--- src/rtl/reaction_timer_ctrl_if.sv ---
// Controller-side bundle for the reaction-timer sequencer: button/tick/LFSR/counter
// inputs plus the LED, counter-control and display outputs.
interface reaction_timer_ctrl_if #(
  parameter int unsigned DIGITS = 6
);
  localparam int unsigned W = 4 * DIGITS;

  logic         tick;
  logic         start;
  logic         stop;
  logic [12:0]  lfsr_val;
  logic [W-1:0] cnt_bcd;
  logic         cnt_en;
  logic         cnt_clr;
  logic         go_led;
  logic         fault_led;
  logic         new_hs;
  logic [W-1:0] disp_bcd;
  logic [W-1:0] hs_bcd;
  logic [2:0]   state;

  modport master (
    output tick, start, stop, lfsr_val, cnt_bcd,
    input  cnt_en, cnt_clr, go_led, fault_led, new_hs, disp_bcd, hs_bcd, state
  );

  modport slave (
    input  tick, start, stop, lfsr_val, cnt_bcd,
    output cnt_en, cnt_clr, go_led, fault_led, new_hs, disp_bcd, hs_bcd, state
  );
endinterface

--- src/rtl/reaction_timer_ctrl.sv ---
// Reaction-timer game sequencer: random arm delay, GO stimulus, reaction capture,
// best-time tracking and 7-seg display source selection.
module reaction_timer_ctrl #(
  parameter int unsigned DIGITS    = 6,
  parameter int unsigned DLY_W     = 12,
  parameter int unsigned MIN_DELAY = 1000
) (
  input  logic                 clk,
  input  logic                 Reset,
  reaction_timer_ctrl_if.slave bus
);
  localparam int unsigned W  = 4 * DIGITS;
  localparam int unsigned CW = DLY_W + 1;
  localparam logic [W-1:0] ALL9 = {DIGITS{4'h9}};

  typedef enum logic [2:0] {
    IDLE   = 3'd0,
    ARM    = 3'd1,
    TIMING = 3'd2,
    RESULT = 3'd3,
    FAULT  = 3'd4
  } state_t;

  state_t         state_q, state_d;
  logic [CW-1:0]  dly_q, dly_d;
  logic [W-1:0]   res_q, res_d;
  logic [W-1:0]   hs_q, hs_d;
  logic           new_hs_q, new_hs_d;
  logic           cnt_en_q, go_led_q, fault_led_q, cnt_clr_q;
  logic           load;
  logic [CW-1:0]  dly_load;
  logic           lfsr_unused;

  // MIN_DELAY <= 2**DLY_W guarantees the sum fits in DLY_W+1 bits
  assign dly_load    = CW'(MIN_DELAY) + CW'(bus.lfsr_val[DLY_W-1:0]);
  assign lfsr_unused = ^bus.lfsr_val;

  always_ff @(posedge clk or negedge Reset) begin
    if (!Reset) begin
      state_q     <= IDLE;
      dly_q       <= '0;
      res_q       <= '0;
      hs_q        <= ALL9;
      new_hs_q    <= 1'b0;
      cnt_en_q    <= 1'b0;
      go_led_q    <= 1'b0;
      fault_led_q <= 1'b0;
      cnt_clr_q   <= 1'b0;
    end else begin
      state_q     <= state_d;
      dly_q       <= dly_d;
      res_q       <= res_d;
      hs_q        <= hs_d;
      new_hs_q    <= new_hs_d;
      cnt_en_q    <= (state_d == TIMING);
      go_led_q    <= (state_d == TIMING);
      fault_led_q <= (state_d == FAULT);
      cnt_clr_q   <= load;
    end
  end

  // Next-state and datapath updates; stop has priority only while armed or timing
  always_comb begin
    state_d  = state_q;
    dly_d    = dly_q;
    res_d    = res_q;
    hs_d     = hs_q;
    new_hs_d = new_hs_q;
    load     = 1'b0;
    case (state_q)
      IDLE: begin
        if (bus.start) begin
          state_d = ARM;
          load    = 1'b1;
        end
      end
      ARM: begin
        if (bus.stop) begin
          state_d = FAULT;
        end else if (bus.tick) begin
          if (dly_q == CW'(1)) state_d = TIMING;
          dly_d = dly_q - CW'(1);
        end
      end
      TIMING: begin
        // Timeout captures the live value, which is all-9s by definition
        if (bus.stop || (bus.cnt_bcd == ALL9)) begin
          state_d = RESULT;
          res_d   = bus.cnt_bcd;
        end
      end
      RESULT: begin
        if (res_q < hs_q) begin
          hs_d     = res_q;
          new_hs_d = 1'b1;
        end
        if (bus.start) begin
          state_d = ARM;
          load    = 1'b1;
        end
      end
      FAULT: begin
        if (bus.start) begin
          state_d = ARM;
          load    = 1'b1;
        end
      end
      default: state_d = IDLE;
    endcase
    if (load) dly_d = dly_load;
    if (state_d != RESULT) new_hs_d = 1'b0;
  end

  // Display source follows the current state
  always_comb begin
    bus.disp_bcd = hs_q;
    case (state_q)
      ARM:     bus.disp_bcd = '0;
      TIMING:  bus.disp_bcd = bus.cnt_bcd;
      RESULT:  bus.disp_bcd = res_q;
      default: bus.disp_bcd = hs_q;
    endcase
  end

  assign bus.state     = state_q;
  assign bus.cnt_en    = cnt_en_q;
  assign bus.go_led    = go_led_q;
  assign bus.fault_led = fault_led_q;
  assign bus.cnt_clr   = cnt_clr_q;
  assign bus.new_hs    = new_hs_q;
  assign bus.hs_bcd    = hs_q;
endmodule

--- src/flat_wrapper.sv ---
// flat-port wrapper written by rule: the top's interface ports become plain ports
module reaction_timer_ctrl_flat 
#(
  parameter int unsigned DIGITS    = 6,
  parameter int unsigned DLY_W     = 12,
  parameter int unsigned MIN_DELAY = 1000
)
  (clk, Reset, bus_tick, bus_start, bus_stop, bus_lfsr_val, bus_cnt_bcd, bus_cnt_en, bus_cnt_clr, bus_go_led, bus_fault_led, bus_new_hs, bus_disp_bcd, bus_hs_bcd, bus_state);
  reaction_timer_ctrl_if #(.DIGITS(DIGITS)) bus_i ();
  input  logic clk;
  input  logic Reset;
  input wire logic [$bits(bus_i.tick)-1:0] bus_tick;
  input wire logic [$bits(bus_i.start)-1:0] bus_start;
  input wire logic [$bits(bus_i.stop)-1:0] bus_stop;
  input wire logic [$bits(bus_i.lfsr_val)-1:0] bus_lfsr_val;
  input wire logic [$bits(bus_i.cnt_bcd)-1:0] bus_cnt_bcd;
  output wire logic [$bits(bus_i.cnt_en)-1:0] bus_cnt_en;
  output wire logic [$bits(bus_i.cnt_clr)-1:0] bus_cnt_clr;
  output wire logic [$bits(bus_i.go_led)-1:0] bus_go_led;
  output wire logic [$bits(bus_i.fault_led)-1:0] bus_fault_led;
  output wire logic [$bits(bus_i.new_hs)-1:0] bus_new_hs;
  output wire logic [$bits(bus_i.disp_bcd)-1:0] bus_disp_bcd;
  output wire logic [$bits(bus_i.hs_bcd)-1:0] bus_hs_bcd;
  output wire logic [$bits(bus_i.state)-1:0] bus_state;
  assign bus_i.tick = bus_tick;
  assign bus_i.start = bus_start;
  assign bus_i.stop = bus_stop;
  assign bus_i.lfsr_val = bus_lfsr_val;
  assign bus_i.cnt_bcd = bus_cnt_bcd;
  assign bus_cnt_en = bus_i.cnt_en;
  assign bus_cnt_clr = bus_i.cnt_clr;
  assign bus_go_led = bus_i.go_led;
  assign bus_fault_led = bus_i.fault_led;
  assign bus_new_hs = bus_i.new_hs;
  assign bus_disp_bcd = bus_i.disp_bcd;
  assign bus_hs_bcd = bus_i.hs_bcd;
  assign bus_state = bus_i.state;
  reaction_timer_ctrl #(.DIGITS(DIGITS), .DLY_W(DLY_W), .MIN_DELAY(MIN_DELAY)) u_core (.clk(clk), .Reset(Reset), .bus(bus_i));
endmodule
--- config.mk ---
export PLATFORM = sky130hd
export DESIGN_NAME = reaction_timer_ctrl_flat
export DESIGN_NICKNAME = d
export VERILOG_FILES = /design/src/rtl/reaction_timer_ctrl_if.sv /design/src/rtl/reaction_timer_ctrl.sv /design/src/flat_wrapper.sv
export SDC_FILE = /design/constraint.sdc
export NUM_CORES = 1
export LEC_CHECK = 0
export CORE_ASPECT_RATIO = 0.9
export CORE_MARGIN = 1
export CORE_UTILIZATION = 47
export DETAILED_ROUTE_END_ITERATION = 8
export GPL_TIMING_DRIVEN = 1
export HOLD_SLACK_MARGIN = 0.06
export PLACE_DENSITY = 0.78
export SYNTH_ARGS = -nofsm -noshare
export SYNTH_HDL_FRONTEND = slang
export SYNTH_SLANG_ARGS = --single-unit
--- constraint.sdc ---
create_clock -name clk -period 3.65 [get_ports clk]
set_clock_uncertainty 0.2 [all_clocks]
set_input_delay 0.73 -clock clk [delete_from_list [all_inputs] [get_ports clk]]
set_output_delay 0.73 -clock clk [all_outputs]
set_load 0.1 [all_outputs]
==> flow_summary.ini <==
[logic_synthesis]
synth.area.mux_share_pct = 18.6
ys_top_cells_by_count = dfrtp_1, mux2_2, nand2_1
synth_compound_gate_area_share_pct = 10.4
synth_seq_cells = 68
ys_types = 49
synth-main-ff-cell = dfrtp_1
synth_top_family_by_area = multiplexers
yosys-top-cells-area = dfrtp_1, mux2_2, ha_1
synth_area_um2 = 4080
yosysWarnings = 0
syn_inst = 396
syn-num-nets = 464
async_flop_share_pct = 100
synth_xor_area_share_pct = 2.79
yosys.area.top_type = dfrtp_1
seq_area_frac_synth_pct = 42.1
avgSynthCellArea_um2 = 10.3
yosysMostFrequentCell = dfrtp_1
synth_edf_count = 0
synth_top_area_share_pct = 34.3
yosys.area_share.adder_pct = 7.97
synth_simple_gate_area_share_pct = 14.1

[die]
boundaryPins = 98
die_h_um = 90.4
coreArea_um2 = 8220
die-area_um2 = 9060
row_count = 31
dieWidth_um = 100
initial_core_util_pct = 49.6

[clock_tree]
postCtsHoldBufs = 0
cts_setup_buffers = 0
cts_made_buffers = 9
htreeDepth = 3
cts.clk_slew.worst_paths_ps = 80
post_cts_resize_count = 0
root_buffer = clkbuf_8
cts_tree = done
clk_latency_ps = 350
clockBufferDepth = 2
numClockSinks = 68

[run_status]
status = complete, no violations

[setup_path]
reg2reg_from = u_core.bus.hs_bcd[11]
ff2ff_setup_slack_ps = 440
cp_max_fo = 11
startpoint = u_core.bus.hs_bcd[11]
worst-setup-path-type = reg2reg
r2r-end = u_core.bus.hs_bcd[17]
endpoint = u_core.bus.hs_bcd[17]
crit_arrival_ps = 3250
rr_worst_depth = 9
worstSetupEndpointType = register
start_kind = register
cp.required_ps = 3690

[final_layout]
n_antenna_cell = 0
synthToLayoutAreaGrowth_pct = 40.0
drive_gt1_share_pct = 33.7
final_nets = 565
fill_cells = 636

[route]
vias = 3373
wl_per_cell_um = 16.4
via_per_inst = 5.47
dr.pass1.iters = 4
drc = 0
routed_wl_mm = 10.1
drt.antenna.violating_nets = 0
drt_iter0_drc = 100

[grt]
grt-busiest-layer = met2
grtUsageTotal_pct = 23.3
grt_pass1_vias = 3327
grt_max_degree = 69
grt_pass1_wl_mm = 16.5
use_met1_pct = 29.5
grt-ovfl-total = 0
use_met3_pct = 4.18
use_met2_pct = 40.1
antenna_found_initial = 0

[power_and_ir_drop]
ir_drop_uv = 313
cellLeakagePower_nw = 2.45
p_total_mw = 2.37
powerDensity_nw_per_um2 = 414

[sta]
max_slew_margin_pct = 33.4
hold_slack_ps = 181
setup_viol = 0
slew_violations = 0
period_needed_ps = 3210
min_period_over_period_pct = 87.9
hold_viol = 0
tightestPinTransition_ps = 1000
max_freq_ghz = 0.312
rsz0062_at_grt = false

[placed_design]
numPortBuffers = 96
gp_congestion = 0.787
hpwl_mm = 7.66

[flow_run]
maxCapViolCount = 0

[worst_hold_path]
hold_path_class = in2async
-- how the worst min path moves through the flow --
stage | startpoint | endpoint | slack, ps | cells after the start
2_1_floorplan | Reset | u_core.bus.cnt_clr | 230 | 0
3_3_place_gp | u_core.dly_q[0] | u_core.dly_q[0] | 280 | 1
3_5_place_dp | u_core.dly_q[0] | u_core.dly_q[0] | 300 | 1
4_1_cts | Reset | u_core.res_q[9] | 210 | 2
5_1_grt | Reset | u_core.res_q[9] | 230 | 2
6_report | Reset | u_core.res_q[9] | 180 | 2
-- power by group --
| group | internal [mW] | leakage [nW] | switching [mW] |
|---|---|---|---|
| combinational | 0.293 | 1.50 | 0.474 |
| clock | 0.351 | 0.102 | 0.287 |
| sequential | 0.853 | 0.849 | 0.109 |
-- routing by layer --
layer  up-vias  share of wire [%]  routed length [um]
li1       1634                  -                   -
met4         0                1.6                 159
met5         -                  0                   0
met1      1622                 42                4260
met2       101                 51                5180
met3        16                5.2                 521
-- area by class of cell --
| cell class | instances | area (um^2) | area share (%) |
|---|---|---|---|
| clock inverters | 4 | 47.5 | 0.832 |
| multi-input cells | 286 | 2350 | 41.1 |
| repair buffers | 106 | 1200 | 21.1 |
| well taps | 115 | 144 | 2.52 |
| clock buffers | 12 | 155 | 2.72 |
| flip-flops and latches | 68 | 1720 | 30.0 |
| inverters | 26 | 97.6 | 1.71 |
-- worst max-delay path: stages (launching register included) --
cell and delay (ps):
dfstp_2 560, inv_1 50, ha_1 300, a21oi_1 200, o21ai_0 140, a2111oi_0 360
a21oi_1 190, nor3_4 420, buf_4 310, mux2_2 350
-- registers in the layout (all words and copies together), names as in the netlist --
signal,cells
u_core.res_q,24
u_core.bus.cnt_en,1
u_core.dly_q,13
u_core.bus.new_hs,1
u_core.bus.hs_bcd,24
u_core.bus.state,3
u_core.bus.fault_led,1
u_core.bus.cnt_clr,1
-- cells in the final DEF (no fill, tap or decap), drive strengths merged, types with 4 or more instances in the layout --
cell           instances
buf                   67
dfrtp                 56
mux2                  48
nand2                 45
clkdlybuf4s50         39
o21ai                 37
inv                   26
ha                    26
mux2i                 22
a21oi                 16
dfstp                 12
clkbuf                12
xnor2                 10
nor2b                  8
nor2                   7
nor3                   7
nand3                  6
nor4                   6
o211ai                 5
nand3b                 4
nand4                  4
-- logic make-up after synthesis --
family | after synthesis
and+or+nand+nor | 105
AOI/OAI and AO/OA | 72
muxes | 70
DFF | 68
buffers and inverters | 42
adders and majority gates | 26
xor gates and xnor gates | 13
-- per-stage QoR --
step | util [%] | setup TNS, ps | cells | worst slack (ps) | instance area (um^2)
CTS | 69.5 | 0 | 617 | 432 | 5710
floorplan | - | -2970 | 396 | -362 | 4220
detailed placement | 67.0 | 0 | 601 | 133 | 5510
global route | 69.5 | 0 | 617 | 240 | 5710
finish | 69.5 | 0 | 617 | 441 | 5710
global placement | 67.0 | 0 | 601 | 201 | 5510
(Power assumes the default switching activity.)
